File: config.mk
export PLATFORM = sky130hd
export DESIGN_NAME = coor_uart_tx_flat
export DESIGN_NICKNAME = d
export VERILOG_FILES = /design/src/rtl/coor_uart_if.sv /design/src/rtl/coor_uart_tx.sv /design/src/flat_wrapper.sv
export SDC_FILE = /design/constraint.sdc
export NUM_CORES = 1
export LEC_CHECK = 0
export ABC_AREA = 1
export BUFFER_PORTS_ARGS = -buffer_cell sky130_fd_sc_hd__buf_4
export CAP_MARGIN = 20
export CORE_ASPECT_RATIO = 0.6
export CORE_UTILIZATION = 30
export DETAILED_ROUTE_END_ITERATION = 8
export GPL_TIMING_DRIVEN = 0
export PLACE_DENSITY = 0.57
export SETUP_SLACK_MARGIN = 0.3
export SLEW_MARGIN = 20
export SYNTH_ARGS = -nofsm -noshare
export SYNTH_HDL_FRONTEND = slang
export SYNTH_SLANG_ARGS = --single-unit
File: constraint.sdc
create_clock -name clk -period 3.8 [get_ports clk]
set_input_delay 0.19 -clock clk [delete_from_list [all_inputs] [get_ports clk]]
set_output_delay 0.19 -clock clk [all_outputs]
set_load 0.05 [all_outputs]
File: src/rtl/coor_uart_if.sv
// Coordinate-in / UART-out bundle shared by the producer and the frame transmitter.
interface coor_uart_if;
  logic [9:0] x_coor;
  logic [9:0] y_coor;
  logic       coor_valid_flag;
  logic       tx;
  logic       busy;
  logic       frame_done;
  logic [7:0] overrun_cnt;

  modport master (
    output x_coor, y_coor, coor_valid_flag,
    input  tx, busy, frame_done, overrun_cnt
  );

  modport slave (
    input  x_coor, y_coor, coor_valid_flag,
    output tx, busy, frame_done, overrun_cnt
  );
endinterface

File: src/rtl/coor_uart_tx.sv
// Packs an x/y coordinate pair into a 6-byte checksummed frame and sends it as 8N1 UART.
module coor_uart_tx #(
  parameter int unsigned CLK_FREQ = 50_000_000,
  parameter int unsigned BAUD     = 115200
) (
  input  logic         clk,
  input  logic         rst,
  coor_uart_if.slave   bus
);

  localparam int unsigned BAUD_DIV = CLK_FREQ / BAUD;
  localparam int unsigned CNT_W    = (BAUD_DIV > 1) ? $clog2(BAUD_DIV) : 1;
  localparam logic [CNT_W-1:0] CNT_LAST = CNT_W'(BAUD_DIV - 1);
  localparam logic [7:0] HDR       = 8'hA5;

  typedef enum logic [1:0] {IDLE, START, DATA, STOP} state_e;

  state_e           state_q, state_d;
  logic [CNT_W-1:0] cnt_q, cnt_d;
  logic [2:0]       bit_q, bit_d;
  logic [2:0]       byte_q, byte_d;
  logic [9:0]       x_q, x_d, y_q, y_d;
  logic [7:0]       sum_q, sum_d;
  logic [9:0]       px_q, px_d, py_q, py_d;
  logic             pend_q, pend_d;
  logic             tx_q, tx_d;
  logic             busy_q, busy_d;
  logic             done_q, done_d;
  logic [7:0]       ovr_q, ovr_d;
  logic [7:0]       cur_byte_c;
  logic             bit_end_c;
  logic             frame_end_c;
  logic             ovr_inc_c;

  function automatic logic [7:0] frame_sum(input logic [9:0] x, input logic [9:0] y);
    return {6'b0, x[9:8]} + x[7:0] + {6'b0, y[9:8]} + y[7:0];
  endfunction

  // Byte currently on the line, selected from the captured frame registers
  always_comb begin
    case (byte_q)
      3'd0:    cur_byte_c = HDR;
      3'd1:    cur_byte_c = {6'b0, x_q[9:8]};
      3'd2:    cur_byte_c = x_q[7:0];
      3'd3:    cur_byte_c = {6'b0, y_q[9:8]};
      3'd4:    cur_byte_c = y_q[7:0];
      default: cur_byte_c = sum_q;
    endcase
  end

  // Next-state, frame capture, pending buffer and line output
  always_comb begin
    state_d   = state_q;
    cnt_d     = cnt_q;
    bit_d     = bit_q;
    byte_d    = byte_q;
    x_d       = x_q;
    y_d       = y_q;
    sum_d     = sum_q;
    px_d      = px_q;
    py_d      = py_q;
    pend_d    = pend_q;
    tx_d      = tx_q;
    done_d    = 1'b0;
    ovr_inc_c = 1'b0;

    bit_end_c   = (cnt_q == CNT_LAST);
    frame_end_c = (state_q == STOP) && (byte_q == 3'd5) && bit_end_c;

    if (state_q != IDLE) begin
      cnt_d = bit_end_c ? '0 : cnt_q + CNT_W'(1);
    end

    case (state_q)
      IDLE: begin
        cnt_d = '0;
        if (bus.coor_valid_flag) begin
          x_d     = bus.x_coor;
          y_d     = bus.y_coor;
          sum_d   = frame_sum(bus.x_coor, bus.y_coor);
          byte_d  = 3'd0;
          tx_d    = 1'b0;
          state_d = START;
        end
      end
      START: begin
        if (bit_end_c) begin
          bit_d   = 3'd0;
          tx_d    = cur_byte_c[0];
          state_d = DATA;
        end
      end
      DATA: begin
        if (bit_end_c) begin
          if (bit_q == 3'd7) begin
            tx_d    = 1'b1;
            state_d = STOP;
          end else begin
            bit_d = bit_q + 3'd1;
            tx_d  = cur_byte_c[3'(bit_q + 3'd1)];
          end
        end
      end
      STOP: begin
        if (bit_end_c && byte_q != 3'd5) begin
          byte_d  = byte_q + 3'd1;
          tx_d    = 1'b0;
          state_d = START;
        end
      end
      default: state_d = IDLE;
    endcase

    // A pulse while busy lands in the one-deep pending slot, newest wins
    if (state_q != IDLE && !frame_end_c && bus.coor_valid_flag) begin
      px_d      = bus.x_coor;
      py_d      = bus.y_coor;
      pend_d    = 1'b1;
      ovr_inc_c = pend_q;
    end

    // End of frame: a same-cycle pulse beats the pending value, which beats idling
    if (frame_end_c) begin
      done_d = 1'b1;
      byte_d = 3'd0;
      if (bus.coor_valid_flag) begin
        x_d       = bus.x_coor;
        y_d       = bus.y_coor;
        sum_d     = frame_sum(bus.x_coor, bus.y_coor);
        pend_d    = 1'b0;
        ovr_inc_c = pend_q;
        tx_d      = 1'b0;
        state_d   = START;
      end else if (pend_q) begin
        x_d     = px_q;
        y_d     = py_q;
        sum_d   = frame_sum(px_q, py_q);
        pend_d  = 1'b0;
        tx_d    = 1'b0;
        state_d = START;
      end else begin
        tx_d    = 1'b1;
        state_d = IDLE;
      end
    end

    ovr_d  = (ovr_inc_c && ovr_q != 8'hFF) ? ovr_q + 8'd1 : ovr_q;
    busy_d = (state_d != IDLE);
  end

  // State and output registers; reset forces the line idle immediately
  always_ff @(posedge clk or posedge rst) begin
    if (rst) begin
      state_q <= IDLE;
      cnt_q   <= '0;
      bit_q   <= '0;
      byte_q  <= '0;
      x_q     <= '0;
      y_q     <= '0;
      sum_q   <= '0;
      px_q    <= '0;
      py_q    <= '0;
      pend_q  <= 1'b0;
      tx_q    <= 1'b1;
      busy_q  <= 1'b0;
      done_q  <= 1'b0;
      ovr_q   <= '0;
    end else begin
      state_q <= state_d;
      cnt_q   <= cnt_d;
      bit_q   <= bit_d;
      byte_q  <= byte_d;
      x_q     <= x_d;
      y_q     <= y_d;
      sum_q   <= sum_d;
      px_q    <= px_d;
      py_q    <= py_d;
      pend_q  <= pend_d;
      tx_q    <= tx_d;
      busy_q  <= busy_d;
      done_q  <= done_d;
      ovr_q   <= ovr_d;
    end
  end

  assign bus.tx          = tx_q;
  assign bus.busy        = busy_q;
  assign bus.frame_done  = done_q;
  assign bus.overrun_cnt = ovr_q;

endmodule

File: src/flat_wrapper.sv
// flat-port wrapper written by rule: the top's interface ports become plain ports
module coor_uart_tx_flat 
#(
  parameter int unsigned CLK_FREQ = 50_000_000,
  parameter int unsigned BAUD     = 115200
)
  (clk, rst, bus_x_coor, bus_y_coor, bus_coor_valid_flag, bus_tx, bus_busy, bus_frame_done, bus_overrun_cnt);
  coor_uart_if bus_i ();
  input  logic clk;
  input  logic rst;
  input wire logic [$bits(bus_i.x_coor)-1:0] bus_x_coor;
  input wire logic [$bits(bus_i.y_coor)-1:0] bus_y_coor;
  input wire logic [$bits(bus_i.coor_valid_flag)-1:0] bus_coor_valid_flag;
  output wire logic [$bits(bus_i.tx)-1:0] bus_tx;
  output wire logic [$bits(bus_i.busy)-1:0] bus_busy;
  output wire logic [$bits(bus_i.frame_done)-1:0] bus_frame_done;
  output wire logic [$bits(bus_i.overrun_cnt)-1:0] bus_overrun_cnt;
  assign bus_i.x_coor = bus_x_coor;
  assign bus_i.y_coor = bus_y_coor;
  assign bus_i.coor_valid_flag = bus_coor_valid_flag;
  assign bus_tx = bus_i.tx;
  assign bus_busy = bus_i.busy;
  assign bus_frame_done = bus_i.frame_done;
  assign bus_overrun_cnt = bus_i.overrun_cnt;
  coor_uart_tx #(.CLK_FREQ(CLK_FREQ), .BAUD(BAUD)) u_core (.clk(clk), .rst(rst), .bus(bus_i));
endmodule
==> results of run 1 <==
-- cell usage in the layout, fill, tap and decap left out, drive strengths merged, types with 2 or more instances in the layout --
| master | netlist | final |
|---|---|---|
| o22ai | 25 | 25 |
| ha | 51 | 51 |
| nor2 | 26 | 26 |
| a22oi | 22 | 22 |
| bufinv | 0 | 2 |
| clkinvlp | 0 | 2 |
| dfrtp | 76 | 76 |
| xnor2 | 9 | 9 |
| nor3 | 5 | 5 |
| clkinv | 3 | 3 |
| o211ai | 4 | 4 |
| o21ai | 60 | 60 |
| nand2 | 140 | 140 |
| mux2 | 2 | 2 |
| a32oi | 2 | 2 |
| a21o | 2 | 2 |
| buf | 11 | 44 |
| clkbuf | 11 | 21 |
| xor2 | 14 | 14 |
| inv | 77 | 78 |
| a21oi | 18 | 18 |
| nand3 | 38 | 38 |
| fa | 8 | 8 |
-- cells in the mapped netlist (2+ instances only) --
cell,instances
a21o_1,2
a21oi_1,17
a22oi_1,22
a32oi_1,2
buf_2,7
buf_6,3
clkbuf_1,11
clkinv_1,3
dfrtp_1,76
fa_1,8
ha_1,51
inv_1,73
inv_2,4
nand2_1,132
nand2_2,5
nand2_4,3
nand3_1,36
nand3_2,2
nor2_1,21
nor2_2,3
nor2_4,2
nor3_1,4
o211ai_1,4
o21ai_0,56
o21ai_1,3
o22ai_1,25
xnor2_1,9
xor2_1,14
-- area by class of cell --
type	instances	area [sq um]	area share [%]
Timing Repair Buffer	34	270	4.49
Clock inverter	5	83.8	1.39
Buffer	22	118	1.95
Inverter	80	303	5.03
Multi-Input combinational cell	437	2800	46.6
Tap cell	228	285	4.74
Sequential cell	77	1930	32.0
Clock buffer	10	229	3.80
-- sequential cells by signal (all words and copies together), names as in the netlist --
signal and flops:
u_core.sum_q 8, u_core.pend_q 1, u_core.x_q 10, u_core.py_q 10
u_core.byte_q 3, u_core.state_q 2, u_core.bus.frame_done 1, u_core.px_q 10
u_core.bit_q 3, u_core.bus.tx 1, u_core.bus.overrun_cnt 8, u_core.bus.busy 1
u_core.cnt_q 9, u_core.y_q 10
-- through the flow --
step           instance area, sq um  instances
2_1_floorplan                  5150        616
3_3_place_gp                   5680        876
3_5_place_dp                   5700        877
4_1_cts                        6020        893
5_1_grt                        6020        893
6_report                       6020        893
-- metal layers --
metal | vias to the layer above | global-route usage [%]
met5 | - | 0
li1 | 2154 | -
met4 | 0 | 3.16
met2 | 176 | 22.3
met3 | 8 | 4.15
met1 | 2148 | 31.2
-- critical path: stages, from the launching register on --
cell,delay (ps)
dfrtp_1,390
inv_1,80
fa_1,510
fa_1,510
inv_1,50
ha_1,240
fa_1,430
nand3_1,90
nand2_1,90
a21o_1,190
a21oi_1,160
xnor2_1,140
o22ai_1,90
nand2_1,90
nand2_1,50
-- how the worst max path moves through the flow --
stage | startpoint | end | slack [ps] | cells after the start
floorplan | u_core.py_q[1] | u_core.sum_q[7] | 910 | 14
global placement | rst | u_core.px_q[1] | 410 | 2
detailed placement | bus_y_coor[1] | u_core.sum_q[7] | 620 | 16
CTS | u_core.py_q[1] | u_core.sum_q[7] | 600 | 14
global route | u_core.py_q[1] | u_core.sum_q[7] | 410 | 14
finish | u_core.py_q[1] | u_core.sum_q[7] | 590 | 14
-- logic make-up (layout without fill, tap and decap cells) --
family	Yosys count	count (layout)	synth area share, %
AOI/OAI and AO/OA	140	140	16.4
muxes	2	2	0.437
buffers and inverters	102	151	8.11
xor gates and xnor gates	23	23	3.91
and+or+nand+nor	213	213	18.2
DFF	77	77	37.4
adders and majority gates	59	59	15.5
-- power by group through the flow --
stage	clock [W]	sequential, W	combinational, W
global route	0.000989	0.000983	0.000762
CTS	0.000953	0.000972	0.000694
floorplan	0	0.00110	0.000351
detailed placement	0	0.000983	0.000694
finish	0.000940	0.000972	0.000695
global placement	0	0.000986	0.000681
==> impl_metrics.ini, run 1 <==
[worst_setup_path]
rr_startpoint = u_core.py_q[1]
setup.worst_path.start_class = flop
r2r_slack_ps = 590
end_kind = flop
worstSetupPathType = reg -> reg
worstPathRequired_ps = 4020
crit_fanout = 3
rr_worst_depth = 14
cp.arrival_ps = 3430
reg2reg_to = u_core.sum_q[7]

[pwr]
p_int_w = 0.00172
p_seq_share_pct = 37.3
fin_total_pwr_w = 0.00261
switchingPower_w = 0.000882
peakVddDrop_v = 0.000502
power_frac_clock_pct = 36.1
power.share.combinational_pct = 26.6
netSwitchingFraction_pct = 33.8
power_density_mw_per_mm2 = 433
p_leak_nw = 3.00

[worst_hold_path]
whs_endpoint = u_core.px_q[0]
hold_start = bus_x_coor[0]
hp-class = in -> reg
hold_path_depth = 2

[synthesis]
synth_top_cell_by_area = dfrtp_1
syn_nets = 698
synth_edf_count = 0
synthArstFlopShare_pct = 100
yosysSeqAreaShare_pct = 37.4
ys.flop_type = dfrtp_1
synth_top_area_share_pct = 36.9
netlist_area_sq_mm = 0.00515
yosys_warnings = 0
synth.area.top_cells = dfrtp_1 (37%), ha_1 (12%), nand2_1 (9.6%), o21ai_0 (5.4%), inv_1 (5.3%)
synth_cells = 616
avgSynthCellArea_sq_um = 8.36
ys_types = 46
ys_seq_elements = 77

[sta]
fin_setup_tns_ps = 0
worst_pin_slew_ps = 705
relSlewSlack_pct = 53.0
fin_worst_skew_ps = 10.6
layout_setup_ws_ps = 592
period_share_pct = 84.4
rsz0062_at_grt = no
layout_min_cycle_time_ps = 3210
drv_slew = 0
hold_violations = 0
holdWs_ps = 131
setup_viol = 0
max_freq_mhz = 312

[floorplan]
initial_utilization_pct = 31.2
core-area_sq_mm = 0.0165
io_pins = 34
die_h_um = 103
rows = 36
die_area_sq_mm = 0.0177
die_x_um = 171

[routing]
drt_wl_total_mm = 14.9
route.layer.met1.wl_mm = 8.55
viasPerCell = 5.02
ant_nets = 0
drc = 0
routedWlPerCell_um = 16.7
dr_total_vias = 4486
wl_met3_mm = 1.18
met2_length_mm = 5.07
drt-pass1-iter-count = 5
drtIter0Drc = 501
topRoutingLayerUsed = met4

[clocking]
cts_tree = yes
cts_sinks = 77
post_cts_buffers = 0
hold_buffers = 1
worstSkewPairLatency_ps = 340
cts_max_level = 3
clkTransAtPathRegs_ps = 60
cts_resized = 0
cts_root_buf = clkbuf_16
cts_made_buffers = 9
clockBufferDepth = 2

[grt]
first_global_vias = 4177
antenna_found_initial = 0
grt_pass1_wl_mm = 24.0
gr-total-overflow = 0
track_usage_pct = 18.4
grt_max_degree = 40

[run_status]
status = complete, no violations

[cells_and_area]
diodes = 0
nNetsFinal = 743
n_fill_cell = 1767
postLayoutCoreUtil_pct = 36.5
area_delta_synth_final_pct = 16.9
drive_gt1_share_pct = 12.6

[placement]
gp_congestion = 0.863
dp_hpwl_mm = 11.6
port_buffers = 32
dpl_worst_slack_ps = 619

[flow_run]
cap_violations = 0
No activity file was read; power rests on OpenSTA's default activity.
==> run 2: changes to the inputs <==
--- a/config.mk
+++ b/config.mk
@@ -12,7 +12,7 @@
 export CORE_UTILIZATION = 30
 export DETAILED_ROUTE_END_ITERATION = 8
 export GPL_TIMING_DRIVEN = 0
-export PLACE_DENSITY = 0.57
+export PLACE_DENSITY = 0.59
 export SETUP_SLACK_MARGIN = 0.3
 export SLEW_MARGIN = 20
 export SYNTH_ARGS = -nofsm -noshare
==> constraint.sdc (replaced) <==
create_clock -name clk -period 2.74 [get_ports clk]
set_input_delay 0.137 -clock clk [delete_from_list [all_inputs] [get_ports clk]]
set_output_delay 0.137 -clock clk [all_outputs]
set_load 0.05 [all_outputs]
==> impl_metrics.ini, run 2 (synthesis results as in run 1) <==
[cells_and_area]
mostFrequentLayoutCells = nand2_1 (130), dfrtp_1 (76), inv_1 (69), o21ai_0 (52), ha_1 (50)
multi_input_area_sq_mm = 0.00287
nNetsFinal = 750
layout_commonest_cell = nand2_1
drive_gt1_share_pct = 16.0
n_fill_cell = 1752
area_delta_synth_final_pct = 19.4
diodes = 0
regArea_sq_mm = 0.00193

[sta]
fin_worst_skew_ps = 9.27
holdWs_ps = 51.9
layout_min_cycle_time_ps = 3050
setup_viol = 4
drv_slew = 0
fin_setup_tns_ps = -650
hold_violations = 0
period_share_pct = 111
relSlewSlack_pct = 51.3
max_freq_mhz = 328
layout_setup_ws_ps = -306
worst_pin_slew_ps = 730
rsz0062_at_grt = yes

[grt]
first_global_vias = 4272
antenna_found_initial = 0
gr-total-overflow = 0
track_usage_pct = 19.4
grt_max_degree = 54
grt_pass1_wl_mm = 24.8

[worst_setup_path]
crit_fanout = 2
worstSetupPathType = reg -> reg
rr_startpoint = u_core.py_q[1]
critPathCapture = u_core.sum_q[7]
end_kind = flop
reg2reg_to = u_core.sum_q[7]
cp.arrival_ps = 3280
rr_worst_depth = 14
r2r_slack_ps = -310
worstPathRequired_ps = 2980
setup.worst_path.start_class = flop
crit_start = u_core.py_q[1]

[floorplan]
io_pins = 34
die_h_um = 103
die_area_sq_mm = 0.0177
initial_utilization_pct = 31.2
rows = 36
die_x_um = 171
core-area_sq_mm = 0.0165

[run_status]
status = complete, but fails checks
violations = setup timing

[clocking]
clockBufferDepth = 2
worstSkewPairLatency_ps = 350
cts_tree = yes
cts_sinks = 77
cts_made_buffers = 9
cts_root_buf = clkbuf_16
cts_max_level = 3
clkTransAtPathRegs_ps = 70

[routing]
routedWlPerCell_um = 17.3
dr_total_vias = 4518
drt_wl_total_mm = 15.6
drt-pass1-iter-count = 5
ant_nets = 0
viasPerCell = 5.01
drc = 0
drtIter0Drc = 453

[flow_run]
cap_violations = 0

[placement]
gp_congestion = 0.903
dp_hpwl_mm = 12.1
port_buffers = 32

[worst_hold_path]
hold_start = bus_x_coor[0]
hp-class = in -> reg

[pwr]
netSwitchingFraction_pct = 36.0
peakVddDrop_v = 0.000613
fin_total_pwr_w = 0.00373
p_seq_share_pct = 36.3
power.share.combinational_pct = 29.0
p_leak_nw = 3.05
power_frac_clock_pct = 34.8
switchingPower_w = 0.00134
power_density_mw_per_mm2 = 607
p_int_w = 0.00239
[run 2: power by group through the flow]
stage | combinational (W) | sequential (W) | clock, W
3_5_place_dp | 0.000999 | 0.00137 | 0
2_1_floorplan | 0.000506 | 0.00153 | 0
5_1_grt | 0.00118 | 0.00137 | 0.00136
6_report | 0.00108 | 0.00135 | 0.00130
4_1_cts | 0.00105 | 0.00135 | 0.00130
3_3_place_gp | 0.000978 | 0.00137 | 0
[run 2: what timing repair did]
item | in CTS | in global routing
hold buffers | 1 | 0
setup endpoints to repair | 6 | 7
pin swaps | 10 | 6
hold endpoints to repair | 23 | 0
resized for setup | 6 | 7
buffers inserted | 5 | 2
[run 2: cell type report]
class                      count  area share, %
multi-input combinational    437           46.7
clock inverter                 7           1.38
buffer                        22           1.91
sequential                    77           31.3
tap                          228           4.64
timing repair buffer          41           5.43
clock buffer                   9           3.66
inverter                      80           4.92
[run 2: worst min path at each step]
| stage | to | slack [ps] | cells after the start |
|---|---|---|---|
| detailed placement | u_core.bus.overrun_cnt[1] | 160 | 2 |
| CTS | u_core.px_q[0] | 50 | 2 |
| global placement | u_core.px_q[0] | 400 | 2 |
| global route | u_core.px_q[0] | 50 | 2 |
| finish | u_core.px_q[0] | 50 | 2 |
| floorplan | u_core.px_q[0] | 270 | 1 |
[run 2: routing by layer]
layer / vias to the layer above / wire [um] / GRT usage [%]
li1: 2174 / - / -
met1: 2139 / 8190 / 30.3
met2: 198 / 5110 / 22.3
met3: 7 / 2220 / 10.0
met4: 0 / 91 / 3.09
met5: - / 0 / 0
[run 2: metrics by stage]
stage               utilization [%]  instances  setup WS [ps]  area [sq um]
finish                         37.3        901           -306          6150
global route                   37.3        901           -471          6150
CTS                            37.1        899           -289          6120
detailed placement             34.8        877           -573          5730
global placement               34.6        876           -582          5700
floorplan                         -        616          -57.4          5180
[run 2: critical path, stage by stage, from the launching register on]
cell     delay (ps)
dfrtp_1         380
inv_2            60
fa_1            520
fa_1            520
inv_2            50
ha_4            170
fa_2            350
nand3_2          70
nand2_2          50
a21o_1          190
a21oi_4         200
xnor2_1         140
o22ai_1          90
nand2_1          90
nand2_1          50
==> run 3: changes to the inputs <==
--- a/config.mk
+++ b/config.mk
@@ -9,10 +9,10 @@
 export BUFFER_PORTS_ARGS = -buffer_cell sky130_fd_sc_hd__buf_4
 export CAP_MARGIN = 20
 export CORE_ASPECT_RATIO = 0.6
-export CORE_UTILIZATION = 30
+export CORE_UTILIZATION = 55
 export DETAILED_ROUTE_END_ITERATION = 8
 export GPL_TIMING_DRIVEN = 0
-export PLACE_DENSITY = 0.59
+export PLACE_DENSITY = 0.88
 export SETUP_SLACK_MARGIN = 0.3
 export SLEW_MARGIN = 20
 export SYNTH_ARGS = -nofsm -noshare
==> impl_metrics.ini, run 3 (synthesis results as in run 1) <==
[flow_run]
cap_violations = 0

[routing]
viasPerCell = 6.16
dr_total_vias = 4838
routedWlPerCell_um = 19.5
drt_wl_total_mm = 15.3
drtIter0Drc = 658
ant_nets = 0
drt-pass1-iter-count = 7
drc = 0

[grt]
antenna_found_initial = 0
first_global_vias = 4724
grt_pass1_wl_mm = 24.6
track_usage_pct = 33.7
gr-total-overflow = 0
grt_max_degree = 46

[clocking]
cts_root_buf = clkbuf_16
cts_tree = yes
clkTransAtPathRegs_ps = 60
worstSkewPairLatency_ps = 350
cts_sinks = 77
cts_max_level = 3
cts_made_buffers = 9
clockBufferDepth = 2

[worst_setup_path]
worstSetupPathType = reg -> reg
rr_worst_depth = 14
reg2reg_to = u_core.sum_q[7]
crit_fanout = 2
r2r_slack_ps = -180
cp.arrival_ps = 3160
setup.worst_path.start_class = flop
end_kind = flop
worstPathRequired_ps = 2970
rr_startpoint = u_core.px_q[1]

[worst_hold_path]
hold_start = bus_x_coor[0]
hp-class = in -> reg
hold_path_depth = 2
whs_endpoint = u_core.px_q[0]

[cells_and_area]
drive_gt1_share_pct = 15.9
layout_commonest_cell = nand2_1
postLayoutCoreUtil_pct = 68.4
area_delta_synth_final_pct = 16.7
fin_area_sq_mm = 0.00601
nNetsFinal = 751
mostFrequentLayoutCells = nand2_1 (130), dfrtp_1 (76), inv_1 (69), o21ai_0 (52), ha_1 (50)
diodes = 0

[sta]
layout_min_cycle_time_ps = 2920
fin_worst_skew_ps = 7.21
relSlewSlack_pct = 50.8
worst_pin_slew_ps = 739
hold_violations = 0
period_share_pct = 107
setup_viol = 4
rsz0062_at_grt = yes
max_freq_mhz = 342
fin_setup_tns_ps = -241
layout_setup_ws_ps = -185
drv_slew = 0

[run_status]
status = complete, but fails checks
violations = setup timing

[floorplan]
initial_utilization_pct = 58.6
rows = 26
die_h_um = 77.0
io_pins = 34
die_x_um = 127
core-area_sq_mm = 0.00878
die_area_sq_mm = 0.00977

[placement]
port_buffers = 32
dp_hpwl_mm = 11.1
gp_congestion = 0.993
dpl_worst_slack_ps = -450
place_area_sq_mm = 0.00559

[pwr]
peakVddDrop_v = 0.000800
power_density_mw_per_mm2 = 630
p_leak_nw = 3.07
fin_total_pwr_w = 0.00378
==> run 3: changes by cell type in the layout (fill, tap and decap cells not counted), sizes merged <==
cell	before	now
buf	51	52
clkinv	4	5
clkbuf	20	23
bufinv	1	2
inv	82	77
==> run 3: worst max-delay path, stage by stage, from the launching register on <==
cell and delay (ps):
dfrtp_1 360, inv_2 50, fa_1 490, fa_1 500, inv_2 50, ha_4 150, fa_2 350, nand3_2 80
nand2_2 70, a21o_1 210, a21oi_2 150, xnor2_1 130, o22ai_1 80, nand2_1 90, nand2_1 50
==> run 3: layer usage <==
layer | global-route usage [%] | part of all wire [%] | vias up
li1 | - | - | 2177
met1 | 45.8 | 42 | 2312
met2 | 48.5 | 42 | 299
met3 | 14.0 | 14 | 50
met4 | 10.7 | 2.5 | 0
met5 | 0 | 0 | -
==> run 3: per-stage QoR <==
stage	hold WS, ps	instances
2_1_floorplan	269	616
3_3_place_gp	411	760
3_5_place_dp	189	761
4_1_cts	52.8	782
5_1_grt	66.1	786
6_report	63.0	786
==> run 3: worst max-delay path by stage <==
stage / from / end / slack, ps / cells past startpoint
2_1_floorplan: u_core.px_q[1] / u_core.sum_q[7] / -60 / 14
3_3_place_gp: bus_y_coor[1] / u_core.sum_q[7] / -370 / 16
3_5_place_dp: bus_y_coor[1] / u_core.sum_q[7] / -450 / 16
4_1_cts: u_core.px_q[1] / u_core.sum_q[7] / -160 / 14
5_1_grt: u_core.px_q[1] / u_core.sum_q[7] / -320 / 14
6_report: u_core.px_q[1] / u_core.sum_q[7] / -180 / 14
==> run 3: cell type report <==
cell class	count	area, sq um
multi-input cells	437	2850
fillers	664	2770
flip-flops and latches	77	1930
repair buffers	42	342
inverters	80	303
clock buffers	12	256
well taps	112	140
plain buffers	22	120
clock inverters	4	70.1
==> run 3: timing repair <==
action,4_1_cts,5_1_grt
buffers inserted,4,4
hold buffers,1,0
endpoints found under the setup margin,6,19
pin swaps,8,5
gates resized for setup,2,11
hold endpoints to repair,32,0
==> run 3: where the power goes <==
group,switching [W],total (W),internal (W),leakage (nW)
Sequential,0.000119,0.00136,0.00124,0.908
Combinational,0.000672,0.00109,0.000418,2.00
Clock,0.000492,0.00134,0.000845,0.163
